--- src/rtl/uart_pkg.sv ---
// Shared UART definitions: transmit FSM states and default line constants used by
// both the transmit and receive paths.
package uart_pkg;

    typedef enum logic [2:0] {
        StIdle,
        StStart,
        StData,
        StParity,
        StStop
    } tx_state_t;

    localparam int unsigned UART_CLKS_PER_BIT = 10416;
    localparam int unsigned UART_BW           = 8;

    function automatic logic even_parity(input logic [UART_BW-1:0] data);
        return ^data;
    endfunction

endpackage

--- src/rtl/uart_sync_fifo.sv ---
// Single-clock FIFO with show-ahead read data; writes while full and reads while
// empty are dropped so the stored contents are never corrupted.
module uart_sync_fifo #(
    parameter int unsigned BW    = 8,
    parameter int unsigned DEPTH = 16
) (
    input  logic                   clk_i,
    input  logic                   rst_i,
    input  logic                   wr_i,
    input  logic [BW-1:0]          wr_data_i,
    input  logic                   rd_i,
    output logic [BW-1:0]          rd_data_o,
    output logic [$clog2(DEPTH):0] count_o,
    output logic                   full_o,
    output logic                   empty_o
);

    localparam int unsigned PtrW = $clog2(DEPTH);
    localparam int unsigned CntW = PtrW + 1;

    logic [BW-1:0]   mem_q [DEPTH];
    logic [PtrW-1:0] wr_ptr_q, wr_ptr_d;
    logic [PtrW-1:0] rd_ptr_q, rd_ptr_d;
    logic [CntW-1:0] count_q, count_d;
    logic            wr_en, rd_en;

    assign full_o    = (count_q == CntW'(DEPTH));
    assign empty_o   = (count_q == '0);
    assign count_o   = count_q;
    assign rd_data_o = mem_q[rd_ptr_q];

    assign wr_en = wr_i && !full_o;
    assign rd_en = rd_i && !empty_o;

    // DEPTH is a power of two, so natural pointer overflow is the wrap.
    always_comb begin
        wr_ptr_d = wr_ptr_q;
        rd_ptr_d = rd_ptr_q;
        count_d  = count_q;
        if (wr_en) begin
            wr_ptr_d = wr_ptr_q + PtrW'(1);
        end
        if (rd_en) begin
            rd_ptr_d = rd_ptr_q + PtrW'(1);
        end
        case ({wr_en, rd_en})
            2'b10:   count_d = count_q + CntW'(1);
            2'b01:   count_d = count_q - CntW'(1);
            default: count_d = count_q;
        endcase
    end

    always_ff @(posedge clk_i or posedge rst_i) begin
        if (rst_i) begin
            wr_ptr_q <= '0;
            rd_ptr_q <= '0;
            count_q  <= '0;
        end else begin
            wr_ptr_q <= wr_ptr_d;
            rd_ptr_q <= rd_ptr_d;
            count_q  <= count_d;
        end
    end

    // Storage needs no reset: the pointers and count define what is valid.
    always_ff @(posedge clk_i) begin
        if (wr_en) begin
            mem_q[wr_ptr_q] <= wr_data_i;
        end
    end

endmodule

--- src/rtl/uart_tx_fifo.sv ---
// Buffered UART transmitter: FIFO-fed serializer producing start/data/stop frames.
// Define UART_TX_PARITY_EN to insert an even parity bit between data and stop.
module uart_tx_fifo
    import uart_pkg::*;
#(
    parameter int unsigned BW           = UART_BW,
    parameter int unsigned CLKS_PER_BIT = UART_CLKS_PER_BIT,
    parameter int unsigned DEPTH        = 16
) (
    input  logic                   clk,
    input  logic                   i_reset,
    input  logic [BW-1:0]          i_data,
    input  logic                   i_valid,
    output logic                   o_ready,
    output logic                   o_tx,
    output logic                   o_busy,
    output logic [$clog2(DEPTH):0] o_count
);

    localparam int unsigned CntW = $clog2(CLKS_PER_BIT);
    localparam int unsigned IdxW = (BW > 1) ? $clog2(BW) : 1;

    tx_state_t       state_q, state_d;
    logic [CntW-1:0] baud_q, baud_d;
    logic [IdxW-1:0] idx_q, idx_d;
    logic [BW-1:0]   shift_q, shift_d;
    logic            tx_q, tx_d;
    logic            busy_q, busy_d;
    logic            load;
    logic            baud_last;
    logic            fifo_full, fifo_empty;
    logic [BW-1:0]   fifo_rdata;

    uart_sync_fifo #(
        .BW    (BW),
        .DEPTH (DEPTH)
    ) u_fifo (
        .clk_i     (clk),
        .rst_i     (i_reset),
        .wr_i      (i_valid),
        .wr_data_i (i_data),
        .rd_i      (load),
        .rd_data_o (fifo_rdata),
        .count_o   (o_count),
        .full_o    (fifo_full),
        .empty_o   (fifo_empty)
    );

    assign o_ready   = !fifo_full;
    assign o_tx      = tx_q;
    assign o_busy    = busy_q;
    assign baud_last = (baud_q == CntW'(CLKS_PER_BIT - 1));

    always_comb begin
        state_d = state_q;
        baud_d  = baud_q;
        idx_d   = idx_q;
        shift_d = shift_q;
        load    = 1'b0;
        case (state_q)
            StIdle: begin
                load = !fifo_empty;
            end
            StStart: begin
                if (baud_last) begin
                    baud_d  = '0;
                    state_d = StData;
                end else begin
                    baud_d = baud_q + CntW'(1);
                end
            end
            StData: begin
                if (baud_last) begin
                    baud_d = '0;
                    if (idx_q == IdxW'(BW - 1)) begin
`ifdef UART_TX_PARITY_EN
                        state_d = StParity;
`else
                        state_d = StStop;
`endif
                    end else begin
                        idx_d   = idx_q + IdxW'(1);
                        shift_d = shift_q >> 1;
                    end
                end else begin
                    baud_d = baud_q + CntW'(1);
                end
            end
`ifdef UART_TX_PARITY_EN
            StParity: begin
                if (baud_last) begin
                    baud_d  = '0;
                    state_d = StStop;
                end else begin
                    baud_d = baud_q + CntW'(1);
                end
            end
`endif
            StStop: begin
                if (baud_last) begin
                    baud_d = '0;
                    // A queued word chains straight into the next start bit.
                    if (!fifo_empty) begin
                        load = 1'b1;
                    end else begin
                        state_d = StIdle;
                    end
                end else begin
                    baud_d = baud_q + CntW'(1);
                end
            end
            default: begin
                state_d = StIdle;
                baud_d  = '0;
            end
        endcase

        if (load) begin
            state_d = StStart;
            baud_d  = '0;
            idx_d   = '0;
            shift_d = fifo_rdata;
        end
    end

`ifdef UART_TX_PARITY_EN
    logic parity_q, parity_d;

    assign parity_d = load ? even_parity(fifo_rdata) : parity_q;

    always_ff @(posedge clk or posedge i_reset) begin
        if (i_reset) begin
            parity_q <= 1'b0;
        end else begin
            parity_q <= parity_d;
        end
    end
`endif

    // Line level is computed from the next state so o_tx is a clean flop output.
    always_comb begin
        tx_d = 1'b1;
        case (state_d)
            StStart: tx_d = 1'b0;
            StData:  tx_d = shift_d[0];
`ifdef UART_TX_PARITY_EN
            StParity: tx_d = parity_d;
`endif
            default: tx_d = 1'b1;
        endcase
        busy_d = (state_d != StIdle);
    end

    always_ff @(posedge clk or posedge i_reset) begin
        if (i_reset) begin
            state_q <= StIdle;
            baud_q  <= '0;
            idx_q   <= '0;
            shift_q <= '0;
            tx_q    <= 1'b1;
            busy_q  <= 1'b0;
        end else begin
            state_q <= state_d;
            baud_q  <= baud_d;
            idx_q   <= idx_d;
            shift_q <= shift_d;
            tx_q    <= tx_d;
            busy_q  <= busy_d;
        end
    end

endmodule

--- config.mk ---
export PLATFORM = sky130hd
export DESIGN_NAME = uart_tx_fifo
export DESIGN_NICKNAME = d
export VERILOG_FILES = /design/src/rtl/uart_pkg.sv /design/src/rtl/uart_sync_fifo.sv /design/src/rtl/uart_tx_fifo.sv
export SDC_FILE = /design/constraint.sdc
export NUM_CORES = 1
export LEC_CHECK = 0
export ABC_AREA = 0
export CAP_MARGIN = 20
export CORE_AREA = 2 2 120 122
export CTS_CLUSTER_SIZE = 16
export DETAILED_ROUTE_END_ITERATION = 12
export DIE_AREA = 0 0 122 124
export PLACE_DENSITY = 0.71
export SETUP_SLACK_MARGIN = 0.2
export SLEW_MARGIN = 20
export SYNTH_ARGS = -nofsm -noshare
export SYNTH_HDL_FRONTEND = slang
export SYNTH_HIERARCHICAL = 1
export SYNTH_SLANG_ARGS = --single-unit
export TNS_END_PERCENT = 50
--- constraint.sdc ---
create_clock -name clk -period 11.8 [get_ports clk]
set_input_delay 1.77 -clock clk [delete_from_list [all_inputs] [get_ports clk]]
set_output_delay 1.77 -clock clk [all_outputs]
set_load 0.01 [all_outputs]
# Yosys cells after proc, flatten, opt, wreduce, memory -nomap -nowiden
# Memories as Yosys holds them, arrays and structs flattened.
# Index checks and enable logic that the tools add are counted.
[op_classes]
add_sub_neg = 6
n_eq_ne = 12
mux = 25
reduce_logical = 12
[op_table]
columns = ["operator", "count"]
rows = [
  ["2-to-1 mux 8 bit", 4],
  ["2-to-1 mux 3 bit", 10],
  ["2-to-1 mux 14 bit", 2],
  ["case mux 14 bit (2 select lines)", 1],
  ["adder 14 x 1 -> 14 bit (second input constant)", 1],
  ["== test 14 bit (second input constant)", 1],
  ["case mux 3 bit (4 select lines)", 1],
  ["case mux 5 bit (2 select lines)", 1],
  ["adder 4 x 1 -> 4 bit (second input constant)", 2],
  ["== test 3 x 1 -> 1 bit (second input constant)", 2],
  ["== test 3 x 2 -> 1 bit (second input constant)", 2],
  ["== test 3 bit (second input constant)", 2],
  ["nonzero test 2 bit", 3],
  ["adder 5 x 1 -> 5 bit (second input constant)", 1],
  ["== test 5 bit (second input constant)", 1],
  ["zero test 5 bit", 1],
  ["subtractor 5 x 1 -> 5 bit (second input constant)", 1],
  ["2-to-1 mux 1 bit", 4],
  ["!= test 2 x 1 -> 1 bit (second input constant)", 2],
  ["case mux 1 bit (2 select lines)", 2],
  ["adder 3 x 1 -> 3 bit (second input constant)", 1],
  ["zero test 3 bit", 1],
  ["AND reduction 3 bit", 1],
  ["nonzero test 3 bit", 1],
  ["5 further kinds", 7],
]
[totals]
ff_bits = 43
ram_bits = 128
inputBits = 11
out_inout_bits = 8
word_cells = 66
n_memories = 1
[mem_list]
columns = ["name", "words", "word_bits", "rd", "rd_clocked_by_memory_dff", "write_ports", "line", "source"]
rows = [
  ["u_fifo.mem_q", 16, 8, 1, 0, 1, "uart_sync_fifo.sv:21", "logic [BW-1:0] mem_q [DEPTH];"],
]

# Depth between registers and ports, before layout
[depth]
word_depth = 7
ltp_mapped = 16
mapped_depth_nobuf = 13

# Cells and area by module
# The synthesis kept the hierarchy.
[modules_own_cells]
columns = ["module", "n_inst", "cells_per_inst", "area_each_um2", "seq_area_each_um2"]
rows = [
  ["uart_sync_fifo", 1, 333, 5796.8, 4169.0],
  ["uart_tx_fifo", 1, 163, 1612.8, 752.0],
]

# Least setup slack after synthesis
# OpenSTA, ideal clock, no wires.
[synth_path]
kind = "flip-flop to flip-flop"
startpoint = "reg baud_q[4]"
endpoint = "reg u_fifo.count_q[4] (netlist: u_fifo/count_o[4])"
setup_time_ns = 0.126
t_arrival_ns = 4.016
required_time_ns = 11.674
setup_slack_ns = 7.658
stages_incl_launch_ff = 16
path_buffers = 3
synth_period_minus_slack_ns = 4.142
path_cell_list = "dfrtp_1 or4b_1 or4_1 buf_6 a2111oi_4 buf_6 nor2b_1 buf_6 ha_1 inv_1 fa_1 nor2b_1 o21ai_0 nand3_1 or3b_1 xnor2_1"
[synth_between]
elab_chain_cells = 6
word_cells_on_any_way = 8
cone_classes = "eq/ne: 3; mux: 3; reduce/logical: 2"
[synth_lines]
columns = ["element", "line", "source"]
rows = [
  ["start: declaration", "uart_tx_fifo.sv:24", "logic [CntW-1:0] baud_q, baud_d;"],
  ["start signal: assignment", "uart_tx_fifo.sv:164", "baud_q <= baud_d;"],
  ["== test 14 bit (*)", "uart_tx_fifo.sv:52", "assign baud_last = (baud_q == CntW'(CLKS_PER_BIT - 1));"],
  ["2-to-1 mux 1 bit (*)", "uart_tx_fifo.sv:100", "if (baud_last) begin"],
  ["case mux 1 bit (2 select lines) (*)", "uart_tx_fifo.sv:60", "case (state_q)"],
  ["net load", "uart_tx_fifo.sv:29", "logic load;"],
  ["logical AND 1 bit (*)", "uart_sync_fifo.sv:33", "assign rd_en = rd_i && !empty_o;"],
  ["net u_fifo.rd_en", "uart_sync_fifo.sv:25", "logic wr_en, rd_en;"],
  ["== test 2 x 1 -> 1 bit / == test 2 bit (equally long branches)", "uart_sync_fifo.sv:46", "case ({wr_en, rd_en})"],
  ["case mux 5 bit (2 select lines) / nonzero test 2 bit (equally long branches)", "--", ""],
  ["end signal: assignment", "uart_sync_fifo.sv:61", "count_q <= count_d;"],
  ["end: declaration", "uart_sync_fifo.sv:24", "logic [CntW-1:0] count_q, count_d;"],
]
# The timed path passes the listed nets; every way through them passes the cells marked *.
# A chain may end at the register's enable or synchronous reset.

# Worst setup path in the final report
[layout_path]
startpoint = "reg baud_q[4]"
endpoint = "reg u_fifo.count_q[4] (netlist: u_fifo/count_o[4])"
[layout_between]
elab_chain_cells = 6
word_cells_on_any_way = 8
cone_classes = "eq/ne: 3; mux: 3; reduce/logical: 2"
[layout_lines]
columns = ["element", "line"]
rows = [
  ["== test 14 bit (*)", "uart_tx_fifo.sv:52"],
  ["2-to-1 mux 1 bit (*)", "uart_tx_fifo.sv:100"],
  ["case mux 1 bit (2 select lines) (*)", "uart_tx_fifo.sv:60"],
  ["logical AND 1 bit (*)", "uart_sync_fifo.sv:33"],
  ["== test 2 x 1 -> 1 bit / == test 2 bit (equally long branches)", "uart_sync_fifo.sv:46"],
  ["case mux 5 bit (2 select lines) / nonzero test 2 bit (equally long branches)", "--"],
]
# Every way passes the cells marked *; elsewhere a longest branch is shown, timed or not.

==> flow_summary.yaml <==
global_route:
  grt_pass1_vias: 4065
  grt_remaining_overflow: 0
  antenna_found_initial: 0
  grt_pass1_wl_mm: 22.1
  grt_max_degree: 52
  grtUsageTotal_pct: 20.3
sta:
  min_period_over_period_pct: 41.3
  timing.fmax_mhz: 205
  rsz0062_at_grt: "false"
  setup_violations: 0
  finalMaxSlewViolations: 0
  skew_ps: 6.68
  worstMarginPinSlew_ps: 973
  fin_crit_ps: 4870
  final_hold_viol_count: 0
  maxSlewHeadroom_pct: 35.1
  fin_setup_tns_ps: 0
logic_synthesis:
  yosys-top-cells-area: "edfxtp_1, dfrtp_1, mux4_2"
  ys_async_sr_fraction_pct: 25.1
  yosysWarnings: 6
  synth-edff-count: 128
  synth_flop_cell: "edfxtp_1"
  synth_top_area_cell: "edfxtp_1"
  ys_types: 54
  netlist_area_um2: 7410
  synth_top_cell_area_share_pct: 51.9
  synth_fp_nets: 520
  synth-seq-area-share_pct: 66.4
  synth_seq_cells: 171
  synth_area_per_cell_um2: 14.9
  syn-instance-count: 496
final_layout:
  most-common-layout-cells: "edfxtp_1, dfrtp_1, o21ai_0"
  antenna_cells: 0
  nNetsFinal: 537
  drive_gt1_share_pct: 14.1
  finish.utilization_pct: 60.6
  syn2layout_area_growth_pct: 12.2
  final_common_cell: "edfxtp_1"
die:
  coreArea_um2: 13700
  die_h_um: 124
  row_count: 43
  start_util_pct: 54.0
  pin_count: 19
  fp.dieW_um: 122
  die_area_um2: 15100
power:
  leakage_nw: 3.16
  p_clk_share_pct: 39.9
  peakVddDrop_mv: 0.146
  p_comb_share_pct: 10.4
  swShare_pct: 24.4
  p_sw_w: 0.000364
  pwr-share-seq_pct: 49.7
  powerDensity_nw_per_um2: 180
  intPower_w: 0.00113
critical_path:
  r2r_slack_ps: 6930
  path_cells: "or4b_1 -> or4_1 -> a2111oi_4 -> nor2b_1 -> ha_1 -> inv_1 -> fa_1 -> nor2b_1 -> o21ai_0 -> nand3_1 -> or3b_1 -> xnor2_1"
  cp_data_arrival_time_ps: 5200
  crit_path_start_kind: "flip-flop"
  setup.worst_path.class: "reg2reg"
  crit_path_frequent_cell: "nor2b_1"
  crit_buf_inv: 1
  crit_fanout: 18
  worstPathRequired_ps: 12120
  crit_path_top_delay_cell: "a2111oi_4"
  max_stage_delay_ps: 960
  crit_path_end_kind: "flip-flop"
  critPathTopFamily: "simple AND/OR/NAND/NOR gates"
cts:
  cts_sinks: 171
  cts_buffers: 17
  cts_tree: "yes"
  post_cts_buffers: 0
  htreeDepth: 4
  clk_latency_ps: 430
  hold_buffers: 0
  cts_max_path_buffers: 2
  ctsResizeCount: 0
  cts_root_buffer: "clkbuf_16"
  clkTransAtPathRegs_ps: 70
detailed_routing:
  antenna_left: 0
  wl_per_cell_um: 20.4
  vias: 4211
  wirelength_mm: 14.4
  dr.pass1.iters: 6
  vias_per_cell: 5.96
  drt_iter0_drc: 334
  drc: 0
placement:
  place.gp.congestion: 0.863
  post-dp-hpwl_mm: 9.15
  port_buffers: 18
status:
  status: "complete, no violations"
job:
  max_cap_viol_count: 0
hold_path:
  min_path_type: "reg2reg"
[stage by stage]
stage	cells	instance area (um2)	hold slack [ps]	total power (W)	setup slack [ps]
after floorplan	496	7410	450	0.000841	7660
after global placement	674	7670	459	0.000899	7050
after detailed placement	674	7680	468	0.000910	6940
after CTS	706	8320	485	0.00150	6920
after global routing	706	8320	513	0.00155	6640
final	706	8320	480	0.00149	6930
[sequential cells by signal, summed over array words and instances (netlist names)]
signal           cells
o_busy               1
idx_q                3
shift_q              8
state_q              3
u_fifo/rd_ptr_q      4
u_fifo/count_o       5
baud_q              14
u_fifo/mem_q       128
u_fifo/wr_ptr_q      4
o_tx                 1
[cell usage after synthesis, types with 2 or more instances]
cell	n
mux4_2	16
nor3_1	8
a21o_1	10
nand2b_1	6
inv_1	13
and2_1	3
buf_6	8
edfxtp_1	128
o21ai_2	2
nand2_1	35
a22oi_1	8
buf_1	3
a221oi_1	8
buf_2	4
nor2b_1	4
ha_1	12
o21ai_0	36
and3_1	2
dfrtp_1	42
xor2_1	7
nor3b_1	4
nor2_1	21
mux2_2	8
mux2i_1	29
xnor2_1	9
a21oi_1	12
a22o_1	11
clkbuf_1	8
nand4_1	4
nand3_1	7
nor4_1	5
[worst reg2reg max path, stage by stage (launching register included)]
cell       delay [ps]
dfrtp_1           410
or4b_1            580
or4_1             710
a2111oi_4         960
nor2b_1           450
ha_1              320
inv_1             110
fa_1              410
nor2b_1           110
o21ai_0           110
nand3_1           110
or3b_1            360
xnor2_1           130
[final cells by class]
type                       count  area, um2
fill                        1027       5400
multi-input combinational    287       2270
timing repair buffer          23        218
clock buffer                  17        425
tap                          180        225
clock inverter                15        210
sequential                   171       4920
inverter                      13       48.8
[path summary, 6_finish.rpt]
check                                       start                        endpoint  depth (start not counted)
max                         baud_q[4]$_DFFE_PP0P_   u_fifo/count_o[4]$_DFFE_PP0P_                         12
min                        shift_q[6]$_DFFE_PP0P_          shift_q[6]$_DFFE_PP0P_                          1
max reg2reg                 baud_q[4]$_DFFE_PP0P_   u_fifo/count_o[4]$_DFFE_PP0P_                         12
min reg2reg                shift_q[6]$_DFFE_PP0P_          shift_q[6]$_DFFE_PP0P_                          1
max in group asynchronous                 i_reset          baud_q[11]$_DFFE_PP0P_                          2
min in group asynchronous                 i_reset  u_fifo/rd_ptr_q[3]$_DFFE_PP0P_                          2
[metal layers]
| layer | routed length (um) | global-route usage [%] | share of wire [%] | vias up |
|---|---|---|---|---|
| li1 | - | - | - | 1933 |
| met1 | 6350 | 26.2 | 44 | 2161 |
| met2 | 7260 | 33.0 | 50 | 96 |
| met3 | 525 | 5.40 | 3.6 | 21 |
| met4 | 253 | 8.48 | 1.8 | 0 |
| met5 | 0 | 0 | 0 | - |
[logic make-up after synthesis]
group | after synthesis | synth area share (%)
adders and majority gates | 13 | 2.30
xor gates and xnor gates | 16 | 1.89
AOI/OAI and AO/OA | 94 | 8.56
DFF | 171 | 66.4
muxes | 54 | 10.2
buffers and inverters | 38 | 3.07
and+or+nand+nor | 110 | 7.57
[power groups by stage]
stage	combinational [W]	clock [W]	sequential (W)
after floorplan	0.0000993	0	0.000742
after global placement	0.000149	0	0.000750
after detailed placement	0.000155	0	0.000755
after CTS	0.000157	0.000604	0.000743
after global routing	0.000171	0.000626	0.000748
final	0.000155	0.000596	0.000743
No activity file was read; power rests on OpenSTA's default activity.
